--- config.mk ---
export PLATFORM = sky130hd
export DESIGN_NAME = mul_seq_ctrl
export DESIGN_NICKNAME = d
export VERILOG_FILES = /design/src/rtl/mul_seq_ctrl.sv
export SDC_FILE = /design/constraint.sdc
export NUM_CORES = 1
export LEC_CHECK = 0
export CAP_MARGIN = 10
export CORE_AREA = 4 4 538 540
export CTS_CLUSTER_SIZE = 12
export DETAILED_ROUTE_END_ITERATION = 6
export DIE_AREA = 0 0 542 544
export HOLD_SLACK_MARGIN = 0.03
export SETUP_SLACK_MARGIN = 0.02
export SYNTH_ARGS = -nofsm -noshare
export SYNTH_HDL_FRONTEND = slang
export SYNTH_SLANG_ARGS = --single-unit
--- constraint.sdc ---
create_clock -name clk -period 2.6 [get_ports clk]
set_clock_uncertainty 0.15 [all_clocks]
set_input_delay 0.39 -clock clk [delete_from_list [all_inputs] [get_ports clk]]
set_output_delay 0.39 -clock clk [all_outputs]
set_load 0.01 [all_outputs]
--- src/rtl/mul_seq_ctrl.sv ---
// Sequencer and two-way arbiter for the digit-serial GF(2^163) multiplier.
// Owns the operand registers, the B-digit schedule, the accumulator feedback
// register and the result register. Each multiply spends two RUN cycles,
// each feeding two 41-bit digits of B (MSB pair first) to the datapath.
//
// Handshakes: a transfer happens on a rising edge where VALID and READY are
// both high; READY is only ever high in IDLE for the arbitration winner, and
// Rn_RSP_VALID stays high with RSP_D stable until the matching Rn_RSP_READY.
module mul_seq_ctrl #(
  parameter bit FIXED_PRIO = 1'b0
) (
  input  logic         clk,
  input  logic         rst,
  input  logic         R0_VALID,
  input  logic [162:0] R0_A,
  input  logic [162:0] R0_B,
  output logic         R0_READY,
  input  logic         R1_VALID,
  input  logic [162:0] R1_A,
  input  logic [162:0] R1_B,
  output logic         R1_READY,
  output logic         R0_RSP_VALID,
  output logic         R1_RSP_VALID,
  input  logic         R0_RSP_READY,
  input  logic         R1_RSP_READY,
  output logic [162:0] RSP_D,
  output logic [162:0] MUL_A,
  output logic [40:0]  MUL_DIG_LO,
  output logic [40:0]  MUL_DIG_HI,
  output logic [162:0] ACC_C_FB,
  input  logic [162:0] ACC_D_IN,
  output logic         BUSY
);

  typedef enum logic [1:0] {
    S_IDLE = 2'd0,
    S_RUN0 = 2'd1,
    S_RUN1 = 2'd2,
    S_DONE = 2'd3
  } state_t;

  state_t       state_q, state_d;
  logic [162:0] a_q, b_q, acc_q, res_q;
  logic         gnt_q;   // 0 = requester 0 owns the current operation
  logic         last_q;  // requester granted most recently (tie breaker)
  logic         win0, win1;
  logic         req_hs, rsp_hs;

  // Arbitration: sole requester wins; ties go to fixed R0 or the one not granted last.
  always_comb begin
    win0 = 1'b0;
    win1 = 1'b0;
    if (R0_VALID && R1_VALID) begin
      if (FIXED_PRIO || last_q) win0 = 1'b1;
      else                      win1 = 1'b1;
    end else begin
      win0 = R0_VALID;
      win1 = R1_VALID;
    end
  end

  assign req_hs = (state_q == S_IDLE) && (win0 || win1);
  assign rsp_hs = (state_q == S_DONE) && (gnt_q ? R1_RSP_READY : R0_RSP_READY);

  // State register.
  always_ff @(posedge clk) begin
    if (rst) state_q <= S_IDLE;
    else     state_q <= state_d;
  end

  // Next-state logic: IDLE -> RUN0 -> RUN1 -> DONE -> IDLE.
  always_comb begin
    state_d = state_q;
    case (state_q)
      S_IDLE:  if (req_hs) state_d = S_RUN0;
      S_RUN0:  state_d = S_RUN1;
      S_RUN1:  state_d = S_DONE;
      S_DONE:  if (rsp_hs) state_d = S_IDLE;
      default: state_d = S_IDLE;
    endcase
  end

  // Output decode: handshakes, busy flag and the per-state digit schedule.
  always_comb begin
    R0_READY     = 1'b0;
    R1_READY     = 1'b0;
    R0_RSP_VALID = 1'b0;
    R1_RSP_VALID = 1'b0;
    MUL_DIG_HI   = '0;
    MUL_DIG_LO   = '0;
    BUSY         = (state_q != S_IDLE);
    case (state_q)
      S_IDLE: begin
        R0_READY = win0;
        R1_READY = win1;
      end
      S_RUN0: begin
        MUL_DIG_HI = {1'b0, b_q[162:123]};
        MUL_DIG_LO = b_q[122:82];
      end
      S_RUN1: begin
        MUL_DIG_HI = b_q[81:41];
        MUL_DIG_LO = b_q[40:0];
      end
      S_DONE: begin
        R0_RSP_VALID = ~gnt_q;
        R1_RSP_VALID = gnt_q;
      end
      default: ;
    endcase
  end

  // Operand capture, grant bookkeeping, accumulator feedback and result capture.
  always_ff @(posedge clk) begin
    if (rst) begin
      a_q    <= '0;
      b_q    <= '0;
      acc_q  <= '0;
      res_q  <= '0;
      gnt_q  <= 1'b0;
      last_q <= 1'b1;
    end else begin
      if (req_hs) begin
        a_q    <= win1 ? R1_A : R0_A;
        b_q    <= win1 ? R1_B : R0_B;
        gnt_q  <= win1;
        last_q <= win1;
        acc_q  <= '0;
      end
      if (state_q == S_RUN0) acc_q <= ACC_D_IN;
      if (state_q == S_RUN1) res_q <= ACC_D_IN;
    end
  end

  assign MUL_A    = a_q;
  assign ACC_C_FB = acc_q;
  assign RSP_D    = res_q;

endmodule

### After elaboration in Yosys (flattened, before gate mapping)

Cells that the tools add are included.

| word-level totals | value |
|---|---|
| bits in registers | 656 |
| latch bits | 0 |
| bits in writable memories | 0 |
| memory bits (read-only) | 0 |
| input port bits | 821 |
| output and inout port bits | 576 |
| word-level logic and storage cells | 39 |
| memories | 0 |

| cells by class | value |
|---|---|
| add/subtract/negate cells | 0 |
| $mul | 0 |
| div/mod/pow operators | 0 |
| $lt $le $gt $ge | 0 |
| eq/ne operators | 5 |
| shift-type cells | 0 |
| multiplexer cells | 18 |
| bitwise gates (word level) | 1 |
| reduce and logical (&&, ||, !) cells | 8 |

Operators with widths:

| operator | count |
|---|---|
| 2-to-1 mux 163 bit | 4 |
| one-hot mux 41 bit (2 select lines) | 2 |
| 2-to-1 mux 1 bit | 9 |
| one-hot mux 2 bit (4 select lines) | 1 |
| == test 2 bit (second input constant) | 2 |
| 2-to-1 mux 2 bit | 2 |
| inequality test 2 bit (second input constant) | 2 |
| nonzero test 2 bit | 2 |
| logical AND 1 bit | 3 |
| == test 2 x 1 -> 1 bit (second input constant) | 1 |
| logical NOT 2 bit | 1 |
| AND reduction 2 bit | 1 |
| logical OR 1 bit | 1 |
| inverter 1 bit | 1 |

### Longest topological paths before layout

Gate-level depths: netlist of the first run.

| depth | value |
|---|---|
| depth in word-level cells | 6 |
| depth in mapped cells | 8 |
| gate-level depth less buffers | 5 |

### Least setup slack after synthesis of the first run

Ideal clock, no wire load.

| timing path | value |
|---|---|
| path type | reg2out |
| start | reg state_q[1] |
| end | out MUL_DIG_HI[0] |
| arrival time | 1.403 ns |
| required time | 2.060 ns |
| slack | 0.657 ns |
| cell stages (with the launch flop) | 6 |
| path buffers | 2 |
| cells stage by stage | dfxtp_1 -> inv_1 -> ha_1 -> clkbuf_1 -> clkbuf_1 -> nor2b_1 |

| on the way | value |
|---|---|
| cells in the longest elaborated chain, start to end | 2 |

RTL lines:

| item | RTL line | source |
|---|---|---|
| start: declaration | 42 | `state_t state_q, state_d;` |
| start signal: assignment | 68 | `else state_q <= state_d;` |
| == test 2 bit or == test 2 x 1 -> 1 bit (tied branches) | 92 | `case (state_q)` |
| one-hot mux 41 bit (2 select lines) (*) | 92 |  |
| end: declaration | 29 | `output logic [40:0] MUL_DIG_HI,` |

Mark *: on every way between the ends. The rest lies on a longest branch, timed or not.

### Worst setup path in the final report of the first run

| timing path | value |
|---|---|
| start | reg state_q[1] |
| end | out MUL_DIG_LO[9] |

| on the way | value |
|---|---|
| cells in the longest elaborated chain, start to end | 2 |

RTL lines:

| item | RTL line | source |
|---|---|---|
| == test 2 bit or == test 2 x 1 -> 1 bit (tied branches) | 92 |  |
| one-hot mux 41 bit (2 select lines) (*) | 92 |  |
| end: declaration | 28 | `output logic [40:0] MUL_DIG_LO,` |

Marked as above.

==> results of run 1 <==
[stage by stage]
step	hold slack, ns	cell area, sq um	cells	setup TNS [ns]
2_1_floorplan	0.3218	27410	3286	0
3_3_place_gp	0.3210	46420	8279	0
3_5_place_dp	0.3235	46420	8279	-0.01262
4_1_cts	0.03033	55650	9022	-27.69
5_1_grt	0.04374	55900	9073	-27.10
6_report	0.1002	56000	9112	-15.17
[cell usage in the layout, fill, tap and decap left out, types with 86 or more instances in the layout]
master | synthesis | final
dfxtp_1 | 656 | 654
buf_4 | 9 | 115
mux2i_1 | 165 | 164
clkdlybuf4s50_1 | 0 | 1266
clkbuf_16 | 0 | 89
diode_2 | 0 | 86
a311oi_1 | 326 | 325
a21oi_1 | 163 | 163
nand3b_1 | 163 | 163
dlygate4sd3_1 | 0 | 547
nand2_1 | 816 | 815
nor2_1 | 492 | 491
[final cells by class]
type | instances | area (sq um)
clock inverters | 28 | 340.3
diodes | 86 | 215.2
repair buffers | 2143 | 21760
clock buffers | 125 | 2511
flip-flops and latches | 656 | 13140
inverters | 3 | 16.27
fillers | 31470 | 228500
multi-input cells | 2309 | 13320
well taps | 3762 | 4707
[critical path, stage by stage (launching register included)]
cell     delay [ns]
dfxtp_2        0.36
buf_6          0.12
ha_4           0.18
buf_12         0.15
buf_12         0.15
buf_16         0.14
a22oi_2        0.07
nor2b_2        0.22
buf_6          0.15
[how the worst max path moves through the flow]
stage                                  startpoint  cells after the start            end
after global placement    state_q[1]$_SDFFE_PP0P_                      6  MUL_DIG_LO[4]
after global routing      state_q[1]$_SDFFE_PP0P_                      8  MUL_DIG_LO[9]
after floorplan           state_q[1]$_SDFFE_PP0P_                      5  MUL_DIG_HI[0]
after detailed placement                 R1_VALID                      4       R1_READY
final                     state_q[1]$_SDFFE_PP0P_                      8  MUL_DIG_LO[9]
after CTS                 state_q[1]$_SDFFE_PP0P_                      9  MUL_DIG_HI[8]
[layer usage]
layer	share of wire	global-route usage
met5	0.0059	0
met3	0.14	0.09855
met2	0.44	0.2519
met4	0.040	0.05441
met1	0.37	0.1765
[sequential cells by signal, summed over array words and instances, names as in the netlist]
register  cells
ACC_C_FB    163
MUL_A       163
RSP_D       163
b_q         163
gnt_q         1
last_q        1
state_q       2
[where the power goes]
part	switching, W	internal, W	total [W]	leakage, nW
sequential	0.00208	0.0131	0.0152	5.39
combinational	0.0140	0.0121	0.0261	13.3
clock	0.00515	0.00724	0.0124	1.39
total	0.0212	0.0324	0.0537	20.1
[cells by family after synthesis]
group,synth area share
simple gates,0.2438
flops,0.4791
compound gates,0.1589
buf+inv,0.05519
mux,0.06025
fa+ha+maj,0.002739
[repair_timing]
action | CTS | global route
pin swaps | 41 | 23
gates cloned | 19 | 1
buffers inserted | 27 | 5
hold buffers | 547 | 0
endpoints found under the setup margin | 119 | 95
hold endpoints to repair | 434 | 0
resized for setup | 489 | 26
==> flow_metrics.tcl, run 1 <==
set metrics [dict create \
    arrival_ns 2.34 \
    grt_overflow 0 \
    critPathCaptureType "output port" \
    final.setup.worst_slack_ns -0.2761 \
    crit_fanout 4 \
    routedWlPerCell_um 27.34 \
    hold_class "input pin to flip-flop" \
    fin_crit_ns 2.876 \
    clk_pin_slew_ns 0.06 \
    worst_pin_slew_ns 0.7179 \
    ant_nets 0 \
    place.gp.congestion 0.9604 \
    violations "negative setup slack" \
    drive_gt1_frac 0.1016 \
    hold_path_end "b_q[20]$_SDFFE_PP0P_" \
    first_iter_violations 2601 \
    core_area_sq_mm 0.2845 \
    io_buffer_count 1396 \
    ir_worst_vdd_mv 0.5551 \
    synth_common_cells "nand2_1, dfxtp_1, nor2_1, a311oi_1, mux2i_1" \
    clockRootBuffer "clkbuf_16" \
    synthArstFlopShare 0 \
    syn_area_per_cell_sq_um 8.341 \
    synth_cells 3286 \
    cts_tree "done" \
    track_usage 0.1600 \
    synthesis.area_sq_mm 0.02741 \
    slew_violations 0 \
    fmax_mhz 347.7 \
    die_w_um 542 \
    yosys_warnings 0 \
    synth_top_cell_by_area "dfxtp_1" \
    cellLeakagePower_nw 20.05 \
    yosys-top-cells-area "dfxtp_1, nand2_1, a311oi_1" \
    synth_nets 4113 \
    synth-edff-count 0 \
    clock-sinks 656 \
    grt_pass1_wl_mm 315.8 \
    ys_seq_area_frac 0.4791 \
    cts_inserted_buffers 88 \
    syn_to_final_growth_pct 104.3 \
    clock_latency_ns 0.77 \
    min-delay-start "R1_B[20]" \
    drtPass1Iterations 5 \
    pre_cts_ws_ns -0.01262 \
    routed_wirelength_mm 249.1 \
    dieArea_sq_mm 0.2948 \
    status "finished, violations left" \
    vias_per_cell 3.735 \
    yosysMostFrequentCell "nand2_1" \
    max-slew-margin-rel 0.5214 \
    layout.nets 6028 \
    ys_seq_elements 656 \
    max-cap-violations 0 \
    boundaryPins 1397 \
    r2r_end "MUL_A[75]$_SDFFE_PP0P_" \
    post-route-util 0.1969 \
    fp-row-count 196 \
    finalSetupViolations 83 \
    r2r_setup_slack_ns 0.10 \
    rsz0062_at_grt "true" \
    r2r_cells 8 \
    timing.rr.start "state_q[1]$_SDFFE_PP0P_" \
    hold_depth 3 \
    htreeDepth 3 \
    power_w 0.05367 \
    drc 0 \
    synth_top_area_share 0.4791 \
    clk_path_buf_depth 4 \
    fin_crit_sh 1.106 \
    crit_type "flip-flop to output port" \
    power.density_mw_per_mm2 958.3 \
    die_height_um 544 \
    start_kind "flip-flop" \
    start_util 0.09635 \
    vias 34040 \
    synth-main-ff-cell "dfxtp_1" \
    grt_max_degree 115 \
    antenna_found_initial 248 \
    hold_viol 0 \
    dp.final_hpwl_mm 205.7 \
    grt_pass1_vias 32500 \
    ys_types 26 \
    critPathRequiredTime_ns 2.06 \
]
Note: power is estimated with default switching activity, not from simulation.
==> inputs of run 2 (changes only) <==
--- a/config.mk
+++ b/config.mk
@@ -15,3 +15,4 @@
 export SYNTH_ARGS = -nofsm -noshare
 export SYNTH_HDL_FRONTEND = slang
 export SYNTH_SLANG_ARGS = --single-unit
+export TNS_END_PERCENT = 5
==> constraint.sdc (replaced) <==
create_clock -name clk -period 2.7 [get_ports clk]
set_clock_uncertainty 0.15 [all_clocks]
set_input_delay 0.405 -clock clk [delete_from_list [all_inputs] [get_ports clk]]
set_output_delay 0.405 -clock clk [all_outputs]
set_load 0.01 [all_outputs]
==> flow_metrics.tcl, run 2 (same netlist as run 1, synthesis figures left out) <==
set metrics [dict create \
    status "finished, violations left" \
    violations "negative setup slack" \
    regArea_sq_mm 0.01314 \
    fmax_mhz 344.8 \
    slew_violations 0 \
    start_util 0.09635 \
    final_cell_mix "clkdlybuf4s50_1, nand2_1, dfxtp_1" \
    hold_class "input pin to flip-flop" \
    vias_per_cell 3.717 \
    first_iter_violations 2659 \
    final.setup.worst_slack_ns -0.2002 \
    met1_usage 0.1702 \
    grt_pass1_vias 31950 \
    track_usage 0.1577 \
    critPathCaptureType "output port" \
    drive_gt1_frac 0.09506 \
    ant_nets 0 \
    critPathRequiredTime_ns 2.14 \
    core_area_sq_mm 0.2845 \
    grt_max_degree 116 \
    antenna_found_initial 245 \
    drtPass1Iterations 5 \
    critPathLaunch "state_q[1]$_SDFFE_PP0P_" \
    multiInputGateArea_sq_mm 0.01323 \
    drc 0 \
    ir_worst_vdd_mv 0.5876 \
    fin_crit_ns 2.900 \
    routedWlPerCell_um 27.25 \
    routed_wirelength_mm 245.9 \
    switching_share 0.3938 \
    start_kind "flip-flop" \
    power.density_mw_per_mm2 928.7 \
    crit_fanout 12 \
    clock-sinks 656 \
    clock_latency_ns 0.77 \
    comb_power_share 0.487 \
    htreeDepth 3 \
    cts_tree "done" \
    final_common_cell "clkdlybuf4s50_1" \
    syn_to_final_growth_pct 100.2 \
    max-slew-margin-rel 0.5316 \
    clk_path_buf_depth 4 \
    die_height_um 544 \
    crit_type "flip-flop to output port" \
    grt_use_met2 0.2478 \
    net-switching-power_w 0.02007 \
    io_buffer_count 1396 \
    r2r_end "b_q[22]$_SDFFE_PP0P_" \
    rsz0062_at_grt "true" \
    timing.rr.start "state_q[0]$_SDFFE_PP0P_" \
    grt_overflow 0 \
    r2r_cells 8 \
    final.fill_count 31590 \
    clockRootBuffer "clkbuf_16" \
    pre_cts_ws_ns 0.05723 \
    max-cap-violations 0 \
    use_met3 0.1035 \
    fin_crit_sh 1.074 \
    cellLeakagePower_nw 19.71 \
    place.gp.congestion 0.9480 \
    fp-row-count 196 \
    clk_pin_slew_ns 0.06 \
    crit_end "MUL_DIG_LO[3]" \
    seqPwrFrac 0.286 \
    finalSetupViolations 63 \
    r2r_setup_slack_ns -0.06 \
    cts_inserted_buffers 87 \
    dieArea_sq_mm 0.2948 \
    arrival_ns 2.35 \
    dp.final_hpwl_mm 205.2 \
    grt_pass1_wl_mm 310.9 \
    vias 33540 \
    boundaryPins 1397 \
    layout.nets 5951 \
    top_usage_layer "met2" \
    worst_pin_slew_ns 0.7004 \
    die_w_um 542 \
    hold_viol 0 \
    fin_setup_tns_ns -4.129 \
    internal-power_w 0.03088 \
    p_clk_frac 0.227 \
]
[run 2: cell types whose count changed in the layout (fill, tap and decap cells not counted), sizes merged, moves of 2 or more]
cell | previous run | this run
dlymetal6s2s | 2 | 11
dlygate4sd2 | 33 | 5
clkinv | 10 | 25
clkbuf | 126 | 130
buf | 291 | 250
bufbuf | 2 | 0
diode | 86 | 76
clkdlybuf4s50 | 1266 | 1293
clkinvlp | 3 | 1
inv | 13 | 6
bufinv | 5 | 2
clkdlybuf4s15 | 1 | 3
dlygate4sd3 | 547 | 494
[run 2: through the flow]
step | hold slack [ns] | total power, W | instances | utilization | cell area, sq um
CTS | 0.03017 | 0.05114 | 8943 | 0.1921 | 54650
global placement | 0.3212 | 0.03664 | 8273 | 0.1627 | 46280
detailed placement | 0.3238 | 0.03674 | 8273 | 0.1627 | 46280
finish | 0.1017 | 0.05095 | 9024 | 0.1929 | 54860
global route | 0.05197 | 0.05366 | 8991 | 0.1926 | 54780
floorplan | 0.3218 | 0.02476 | 3286 | - | 27410
[run 2: final cells by class]
type	count	area share
flip-flops and latches	656	0.2395
inverters	3	0.0002509
diodes	76	0.003466
clock buffers	120	0.04561
repair buffers	2067	0.3790
clock inverters	31	0.005268
well taps	3762	0.08579
multi-input cells	2309	0.2412
[run 2: critical path, stage by stage, from the launching register on]
cell and delay (ns):
dfxtp_4 0.35, buf_6 0.12, ha_4 0.18, buf_12 0.15, buf_16 0.16, a22oi_2 0.22
nor2b_1 0.08, dlygate4sd2_1 0.29
[run 2: metal layers]
metal / up-vias / part of all wire
met5: - / 0.0061
met4: 232 / 0.035
met3: 584 / 0.15
met2: 1887 / 0.44
met1: 15710 / 0.36
li1: 15130 / -
[run 2: worst min-delay path by stage]
stage	start	to	slack (ns)	depth (start not counted)
floorplan	b_q[81]$_SDFFE_PP0P_	b_q[81]$_SDFFE_PP0P_	0.32	2
global placement	RSP_D[11]$_SDFFE_PP0N_	RSP_D[11]$_SDFFE_PP0N_	0.32	2
detailed placement	ACC_C_FB[76]$_SDFFE_PP0P_	ACC_C_FB[76]$_SDFFE_PP0P_	0.32	2
CTS	R0_B[92]	b_q[92]$_SDFFE_PP0P_	0.03	3
global route	ACC_D_IN[152]	ACC_C_FB[152]$_SDFFE_PP0P_	0.05	3
finish	R1_A[124]	MUL_A[124]$_SDFFE_PP0P_	0.10	3
[run 2: power by group through the flow]
| stage | registers [W] | logic, W | clock network [W] |
|---|---|---|---|
| 6_report | 0.0145 | 0.0248 | 0.0116 |
| 3_3_place_gp | 0.0145 | 0.0221 | 0 |
| 2_1_floorplan | 0.0149 | 0.00985 | 0 |
| 5_1_grt | 0.0148 | 0.0265 | 0.0123 |
| 3_5_place_dp | 0.0145 | 0.0222 | 0 |
| 4_1_cts | 0.0145 | 0.0247 | 0.0120 |
[run 2: timing repair]
action	in CTS	in global routing
cloned	7	2
pin swaps	21	34
hold endpoints to repair	388	0
gates resized for setup	276	159
setup endpoints to repair	100	147
hold buffers	495	0
buffers inserted	17	7
